**src/rtl/ats_pkg.sv**
```systemverilog
// Shared ATS21 constants and types: alarm/clock counts and the alarm ID type.
package ats_pkg;

    localparam int NUM_ALARMS  = 24;
    localparam int NUM_CLOCKS  = 4;
    localparam int CLOCK_WIDTH = 32;
    localparam int ALARM_ID_W  = $clog2(NUM_ALARMS);

    typedef logic [ALARM_ID_W-1:0] alarm_id_t;

endpackage

```
**src/rtl/ats_sync_fifo.sv**
```systemverilog
// Single-clock FIFO, power-of-two depth, one push and one pop per cycle.
// Pointers carry one extra bit so full and empty are distinguishable.
module ats_sync_fifo #(
    parameter int WIDTH = 5,
    parameter int DEPTH = 8
) (
    input  logic                     clk,
    input  logic                     reset,
    input  logic                     push,
    input  logic [WIDTH-1:0]         wdata,
    input  logic                     pop,
    output logic [WIDTH-1:0]         rdata,
    output logic                     full,
    output logic                     empty,
    output logic [$clog2(DEPTH):0]   count
);

    localparam int ADDR_W = $clog2(DEPTH);

    logic [ADDR_W:0]  wr_ptr_q, wr_ptr_d;
    logic [ADDR_W:0]  rd_ptr_q, rd_ptr_d;
    logic [WIDTH-1:0] mem_q [DEPTH];
    logic [WIDTH-1:0] mem_d [DEPTH];
    logic             pop_ok;
    logic             push_ok;

    assign empty = (wr_ptr_q == rd_ptr_q);
    assign full  = (wr_ptr_q[ADDR_W] != rd_ptr_q[ADDR_W]) &&
                   (wr_ptr_q[ADDR_W-1:0] == rd_ptr_q[ADDR_W-1:0]);
    assign count = wr_ptr_q - rd_ptr_q;

    // A push at full is accepted only when the head leaves in the same cycle.
    assign pop_ok  = pop & ~empty;
    assign push_ok = push & (~full | pop_ok);

    // Head reads as zero when empty so stale entries never leak out.
    assign rdata = empty ? '0 : mem_q[rd_ptr_q[ADDR_W-1:0]];

    always_comb begin
        mem_d    = mem_q;
        wr_ptr_d = wr_ptr_q;
        rd_ptr_d = rd_ptr_q;
        if (push_ok) begin
            mem_d[wr_ptr_q[ADDR_W-1:0]] = wdata;
            wr_ptr_d = wr_ptr_q + (ADDR_W+1)'(1);
        end
        if (pop_ok) begin
            rd_ptr_d = rd_ptr_q + (ADDR_W+1)'(1);
        end
    end

    always_ff @(posedge clk or negedge reset) begin
        if (!reset) begin
            wr_ptr_q <= '0;
            rd_ptr_q <= '0;
            mem_q    <= '{default: '0};
        end else begin
            wr_ptr_q <= wr_ptr_d;
            rd_ptr_q <= rd_ptr_d;
            mem_q    <= mem_d;
        end
    end

endmodule

```
**src/rtl/ats_alarm_event_queue.sv**
```systemverilog
// Turns ATS21 alarm finish levels into sticky pending bits, then queues their IDs
// lowest-ID-first into a FIFO drained by a valid/pop handshake.
module ats_alarm_event_queue #(
    parameter int NUM_ALARMS = ats_pkg::NUM_ALARMS,
    parameter int FIFO_DEPTH = 8,
    parameter int ID_W       = $clog2(NUM_ALARMS)
) (
    input  logic                          clk,
    input  logic                          reset,
    input  logic [NUM_ALARMS-1:0]         alarm_finished,
    input  logic [NUM_ALARMS-1:0]         alarm_mask,
    output logic                          evt_valid,
    output logic [ID_W-1:0]               evt_id,
    input  logic                          evt_pop,
    output logic [$clog2(FIFO_DEPTH):0]   evt_count,
    output logic [NUM_ALARMS-1:0]         pending,
    output logic                          overflow,
    input  logic                          clr_overflow
);

    logic [NUM_ALARMS-1:0] fin_q, fin_d;
    logic [NUM_ALARMS-1:0] pending_q, pending_d;
    logic                  overflow_q, overflow_d;
    logic [NUM_ALARMS-1:0] edge_det;
    logic [NUM_ALARMS-1:0] grant;
    logic [ID_W-1:0]       grant_id;
    logic                  space_avail;
    logic                  push;
    logic                  fifo_full;
    logic                  fifo_empty;

    // Descending scan so the lowest set index is the one left standing.
    function automatic logic [ID_W-1:0] lowest_id(input logic [NUM_ALARMS-1:0] v);
        logic [ID_W-1:0] id;
        id = '0;
        for (int i = NUM_ALARMS - 1; i >= 0; i--) begin
            if (v[i]) id = ID_W'(i);
        end
        return id;
    endfunction

    always_comb begin
        fin_d       = alarm_finished;
        edge_det    = alarm_finished & ~fin_q & ~alarm_mask;
        space_avail = ~fifo_full | (evt_pop & ~fifo_empty);
        grant_id    = lowest_id(pending_q);
        push        = (|pending_q) & space_avail;
        grant       = push ? (NUM_ALARMS'(1) << grant_id) : '0;
        // A fresh edge on the granted bit re-arms it, so that event survives.
        pending_d   = (pending_q & ~grant) | edge_det;
        overflow_d  = overflow_q;
        if (clr_overflow) overflow_d = 1'b0;
        if (|(edge_det & pending_q & ~grant)) overflow_d = 1'b1;
    end

    always_ff @(posedge clk or negedge reset) begin
        if (!reset) begin
            fin_q      <= '0;
            pending_q  <= '0;
            overflow_q <= 1'b0;
        end else begin
            fin_q      <= fin_d;
            pending_q  <= pending_d;
            overflow_q <= overflow_d;
        end
    end

    ats_sync_fifo #(
        .WIDTH (ID_W),
        .DEPTH (FIFO_DEPTH)
    ) u_fifo (
        .clk   (clk),
        .reset (reset),
        .push  (push),
        .wdata (grant_id),
        .pop   (evt_pop),
        .rdata (evt_id),
        .full  (fifo_full),
        .empty (fifo_empty),
        .count (evt_count)
    );

    assign evt_valid = ~fifo_empty;
    assign pending   = pending_q;
    assign overflow  = overflow_q;

endmodule

```
**config.mk**
```make
export PLATFORM = sky130hd
export DESIGN_NAME = ats_alarm_event_queue
export DESIGN_NICKNAME = d
export VERILOG_FILES = /design/src/rtl/ats_pkg.sv /design/src/rtl/ats_sync_fifo.sv /design/src/rtl/ats_alarm_event_queue.sv
export SDC_FILE = /design/constraint.sdc
export NUM_CORES = 1
export LEC_CHECK = 0
export CAP_MARGIN = 20
export CORE_MARGIN = 3
export CORE_UTILIZATION = 40
export CTS_CLUSTER_DIAMETER = 30
export DETAILED_ROUTE_END_ITERATION = 6
export SLEW_MARGIN = 20
export SYNTH_ARGS = -nofsm -noshare
export SYNTH_HDL_FRONTEND = slang
export SYNTH_SLANG_ARGS = --single-unit
export TNS_END_PERCENT = 10
```
**constraint.sdc**
```tcl
create_clock -name clk -period 6.92 [get_ports clk]
set_clock_uncertainty 0.05 [all_clocks]
set_input_delay 1.384 -clock clk [delete_from_list [all_inputs] [get_ports clk]]
set_output_delay 1.384 -clock clk [all_outputs]
set_load 0.01 [all_outputs]
```
==> results of run 1 <==
[sequential cells by signal, summed over array words and instances (netlist names)]
register	cells
fin_q	24
overflow	1
u_fifo.mem_q	40
pending	24
u_fifo.wr_ptr_q	4
u_fifo.rd_ptr_q	4
[power by group]
part | internal, mW | switching [mW]
Sequential | 0.684 | 0.165
Combinational | 0.458 | 0.449
Clock | 0.245 | 0.216
Total | 1.39 | 0.830
[area by class of cell]
| cell class | count | area, sq um | share of cell area [%] |
|---|---|---|---|
| Sequential cell | 97 | 2430 | 40.4 |
| Multi-Input combinational cell | 306 | 2210 | 36.8 |
| Timing Repair Buffer | 87 | 866 | 14.4 |
| Clock buffer | 12 | 236 | 3.93 |
| Tap cell | 143 | 179 | 2.97 |
| Inverter | 17 | 63.8 | 1.06 |
| Clock inverter | 4 | 28.8 | 0.478 |
[cells in the mapped netlist (3+ instances only)]
library cell   n  area share [%]
and2_1         3            0.39
a21o_1        11             1.7
or2_2          3            0.39
clkbuf_1      10            0.79
a21oi_1       12             1.3
nor3b_1       13             2.0
mux4_2        10             4.7
nand4_1        3            0.39
nor2_1        23             1.8
xnor2_1        8             1.5
nor4_1         5            0.66
nand2b_1      10             1.3
mux2_2        33             7.8
or3b_2         7             1.3
nor3_1        11             1.2
dfrtp_1       97              51
ha_1           5             1.3
o21ai_0       30             3.1
nand3_1       12             1.3
nand2_1       54             4.3
inv_1         17             1.3
[path summary, 6_finish.rpt]
kind / slack, ps / from / end / cells after the start
max in group asynchronous: 4770 / reset / pending[22] / 2
hold reg to reg: 430 / u_fifo.mem_q[11] / u_fifo.mem_q[11] / 2
min in group asynchronous: 950 / reset / u_fifo.rd_ptr_q[0] / 1
setup reg to reg: 3390 / u_fifo.rd_ptr_q[1] / u_fifo.mem_q[4] / 8
setup / recovery: 2870 / u_fifo.rd_ptr_q[1] / evt_count[3] / 6
hold / removal: 430 / u_fifo.mem_q[11] / u_fifo.mem_q[11] / 2
[per-layer routing]
metal	up-vias	GRT usage, %
met4	0	9.47
met2	118	31.3
met5	-	0
li1	1731	-
met1	1797	25.8
met3	24	3.89
[cells by family after synthesis]
kind of cell | count (synthesis)
fa+ha+maj | 6
mux | 43
xor+xnor | 9
simple gates | 166
compound gates | 82
flops | 97
buf+inv | 31
[per-stage QoR]
stage | hold WS [ps] | worst slack (ps) | total power, mW | cell area (sq um) | std cells
detailed placement | 418 | 2810 | 1.77 | 5750 | 650
global placement | 409 | 2890 | 1.75 | 5750 | 650
CTS | 434 | 2820 | 2.24 | 6010 | 666
floorplan | 395 | 3820 | 1.40 | 4770 | 434
finish | 432 | 2870 | 2.22 | 6010 | 666
global route | 448 | 2650 | 2.36 | 6010 | 666
[worst register-to-register path: stages (launching register included)]
cell and delay, ps:
dfrtp_1 760, inv_1 110, ha_1 340, nand3_1 100, nor3_1 820, a21oi_1 260, and2_0 310, nand3_1 280
mux2_2 390
==> reports/metrics.yaml, run 1 <==
run_status: "finished, final reports clean"
synth-edff-count: 0
max-vdd-ir-drop_mv: 0.112
route.antenna.remaining_nets: 0
place_congestion: 0.865
slowest_delay_ps: 760
final_setup_violations: 0
simple_gate_share_of_the_synthesized_area_pct: 19.1
total_leakage_power_nw: 2.48
detailroute.via_count: 3670
post_synth_inst_count: 434
ys.flop_type: "dfrtp_1"
die_footprint_sq_um: 13300
pin_count_of_the_biggest_net_entering_global_routing: 56
yosys_register_bits: 97
worst_slew_margin_rel_pct: 28.9
first_global_vias: 3788
place.port_buffers: 86
setup_total_negative_slack_ps: 0
drt_drc_violations_left: 0
yosys_warnings: 0
insertedDiodeCount: 0
unique_masters_post_synth: 63
main_combinational_cell_family_by_area_after_synthesis: "simple AND/OR/NAND/NOR gates"
layout_nets: 576
die_width_um: 115
die_y_um: 115
holdCritPathClass: "flip-flop to flip-flop"
post_synth_fa_ha_maj_area_fraction_pct: 1.73
synthArstFlopShare_pct: 100
synth_seq_area_share_pct: 50.9
drt-initial-drc-count: 226
wire_per_inst_um: 18.7
slew_violations: 0
cts_setup_buffers: 0
met2_wirelength_um: 5940
setup.worst_path.class: "flip-flop to output pin"
critical_path.cell_chain: "inv_1 -> ha_1 -> a21o_1 -> a21oi_1 -> xnor2_1 -> clkdlybuf4s50_1"
crit_path_end_kind: "output pin"
hpwl_um: 9300
cts.reportedPaths.clkPinSlew_ps: 70
crit_path_start_kind: "flip-flop"
fmax_mhz: 247
synth_compound_gate_area_share_pct: 11.4
routedLengthMet1_um: 5460
rsz_0062_raised_after_global_routing: "false"
std_cell_rows: 39
overflow: 0
grt_antenna_before_repair: 0
start_util_pct: 41.4
top_level_ports: 87
grt.total_usage_pct: 19.7
worst_skew_pair.late_latency_ps: 350
critical-path-slowest-cell: "dfrtp_1"
final_common_cell: "dfrtp_1"
numClockSinks: 97
post-route-period-util_pct: 58.5
layout-drive-gt1-share_pct: 15.3
cts.root.buffer_cell: "clkbuf_16"
synth.net_count: 492
cts_max_level: 3
critical-path-top-delay-family: "flip-flops"
synth_area_per_cell_sq_um: 11.0
cts_inserted_buffers: 9
max_cap_violations: 0
post_drt_via_cell_ratio: 5.51
power-per-cell-area_nw_per_um2: 369
drt-pass1-iter-count: 4
post_cts_resized: 0
min_period_ps: 4050
layout_common_cells: "dfrtp_1 (97), clkdlybuf4s50_1 (85), nand2_1 (54)"
tritoncts: "done"
clockBufferDepth: 2
timing.critical_path.buf_inv: 2
worst-path-max-fanout: 15
met3RoutedLength_um: 674
critical_path_arrival_ps: 2610
area_delta_synth_final_pct: 26.2
highest_layer: "met4"
n_fill_cell: 1019
routed_wirelength_um: 12400
synth_mux_area_share_pct: 12.5
layout.core_utilization_pct: 52.2
grt_pass1_wl_um: 19800
netlist_area_sq_um: 4770
worstMarginPinSlew_ps: 1060
core_area_sq_um: 11500
required_ps: 5490
post_synth_xor_area_fraction_pct: 1.65
hold_viol: 0
ctsHoldBuffers: 0
(Power assumes the default switching activity.)
==> run 2, diff against run 1 <==
--- a/config.mk
+++ b/config.mk
@@ -10,6 +10,7 @@
 export CORE_UTILIZATION = 40
 export CTS_CLUSTER_DIAMETER = 30
 export DETAILED_ROUTE_END_ITERATION = 6
+export PLACE_DENSITY = 0.66
 export SLEW_MARGIN = 20
 export SYNTH_ARGS = -nofsm -noshare
 export SYNTH_HDL_FRONTEND = slang
==> constraint.sdc (replaced) <==
create_clock -name clk -period 3.5 [get_ports clk]
set_clock_uncertainty 0.05 [all_clocks]
set_input_delay 0.7 -clock clk [delete_from_list [all_inputs] [get_ports clk]]
set_output_delay 0.7 -clock clk [all_outputs]
set_load 0.01 [all_outputs]
==> run 2 against run 1 <==
Critical endpoint is now evt_id[3]. Non-clock buffer count up 11. Flip-flop and latch count stayed put. Largest power group unchanged. Final cell count grew 1.7%. Critical path type unchanged. Combinational power increased by 110%.
==> reports/metrics.yaml, run 2 (synthesized netlist as in run 1, its figures left out) <==
run_status: "finished, final reports clean"
pwr-share-comb_pct: 42.7
power.switching_mw: 1.65
die_footprint_sq_um: 13300
layout.core_utilization_pct: 53.3
pin_count_of_the_biggest_net_entering_global_routing: 52
drt-pass1-iter-count: 4
drt_drc_violations_left: 0
place_congestion: 0.927
postLayoutSetupSlackWorst_ps: 433
top_level_ports: 87
n_fill_cell: 1033
hpwl_um: 9450
max-vdd-ir-drop_mv: 0.262
layout_nets: 587
routed_wirelength_um: 12300
multi_input_gate_area_in_the_final_layout_sq_um: 2210
highest_layer: "met4"
fmax_mhz: 326
netSwitchingFraction_pct: 36.2
die_y_um: 115
layout-drive-gt1-share_pct: 17.2
wire_per_inst_um: 18.1
whs_ps: 327
die_width_um: 115
worstMarginPinSlew_ps: 657
grt.total_usage_pct: 19.6
required_ps: 2750
pwr-share-seq_pct: 35.5
insertedDiodeCount: 0
layout_common_cells: "dfrtp_1 (97), clkdlybuf4s50_1 (85), nand2_1 (54)"
critical_path_arrival_ps: 2320
crit_path_start_kind: "flip-flop"
hold_viol: 0
final_common_cell: "dfrtp_1"
slew_violations: 0
rsz_0062_raised_after_global_routing: "false"
post_drt_via_cell_ratio: 5.52
route.antenna.remaining_nets: 0
overflow: 0
cts.root.buffer_cell: "clkbuf_16"
detailroute.via_count: 3738
routedLengthMet1_um: 5240
post-route-period-util_pct: 87.6
cts_setup_buffers: 0
first_global_vias: 3885
drt-initial-drc-count: 249
cellInternalPower_mw: 2.90
worst_skew_pair.late_latency_ps: 350
numClockSinks: 97
grt_pass1_wl_um: 19900
p_clk_share_pct: 21.8
worst-path-max-fanout: 8
final_setup_violations: 0
cts.reportedPaths.clkPinSlew_ps: 70
crit_path_end_kind: "output pin"
worst_slew_margin_rel_pct: 56.0
regMostFlops: "u_fifo.mem_q"
total_leakage_power_nw: 2.56
area_delta_synth_final_pct: 28.8
core_area_sq_um: 11500
largest_register_ffs: 40
min_period_ps: 3070
cts_max_level: 3
holdCritPathClass: "input port to asynchronous set/reset pin"
setup_total_negative_slack_ps: 0
ctsHoldBuffers: 0
place.port_buffers: 86
cts_inserted_buffers: 9
met3RoutedLength_um: 697
grt_antenna_before_repair: 0
tritoncts: "done"
met2_wirelength_um: 5930
power-per-cell-area_nw_per_um2: 740
max_cap_violations: 0
seqCellArea_sq_um: 2430
start_util_pct: 41.4
setup.worst_path.class: "flip-flop to output pin"
post_cts_resized: 0
clockBufferDepth: 2
std_cell_rows: 39
post-place-ws_ps: 354
-- run 2: cell type report --
type / instances / area share (%)
Clock buffer: 12 / 4.01
Clock inverter: 4 / 0.835
Inverter: 17 / 1.04
Multi-Input combinational cell: 306 / 36.0
Sequential cell: 97 / 39.5
Tap cell: 143 / 2.91
Timing Repair Buffer: 98 / 15.6
-- run 2: worst max-delay path, cell delays in order, from the launching register on --
cell             delay, ps
dfrtp_1                470
inv_1                  150
ha_1                   370
and4_1                 250
a21oi_1                150
clkdlybuf4s50_1        570
-- run 2: path summary, 6_finish.rpt --
path                               startpoint            endpoint  slack, ps  depth (start not counted)
max                        u_fifo.rd_ptr_q[2]           evt_id[3]        430                          5
min                                     reset  u_fifo.rd_ptr_q[0]        330                          1
min reg2reg                  u_fifo.mem_q[22]    u_fifo.mem_q[22]        430                          2
max in group asynchronous               reset           fin_q[18]       2390                          2
min in group clk             u_fifo.mem_q[22]    u_fifo.mem_q[22]        430                          2
max reg2reg                       pending[12]            overflow        490                          9
-- run 2: layer usage --
layer / GRT usage (%) / up-vias
met4: 10.4 / 0
li1: - / 1754
met1: 24.3 / 1840
met2: 31.7 / 116
met5: 0 / -
met3: 4.74 / 28
-- run 2: through the flow --
stage | total power [mW] | area [sq um] | std cells
floorplan | 2.76 | 4770 | 434
global placement | 3.53 | 5840 | 661
detailed placement | 3.58 | 5840 | 661
CTS | 4.59 | 6140 | 677
global route | 4.84 | 6140 | 677
finish | 4.55 | 6140 | 677
-- run 2: power groups by stage --
stage               registers (mW)  clock network [mW]  logic, mW
finish                        1.61               0.991       1.94
global route                  1.64                1.06       2.15
CTS                           1.61                1.02       1.96
detailed placement            1.63                   0       1.95
global placement              1.61                   0       1.92
floorplan                     1.52                   0       1.24
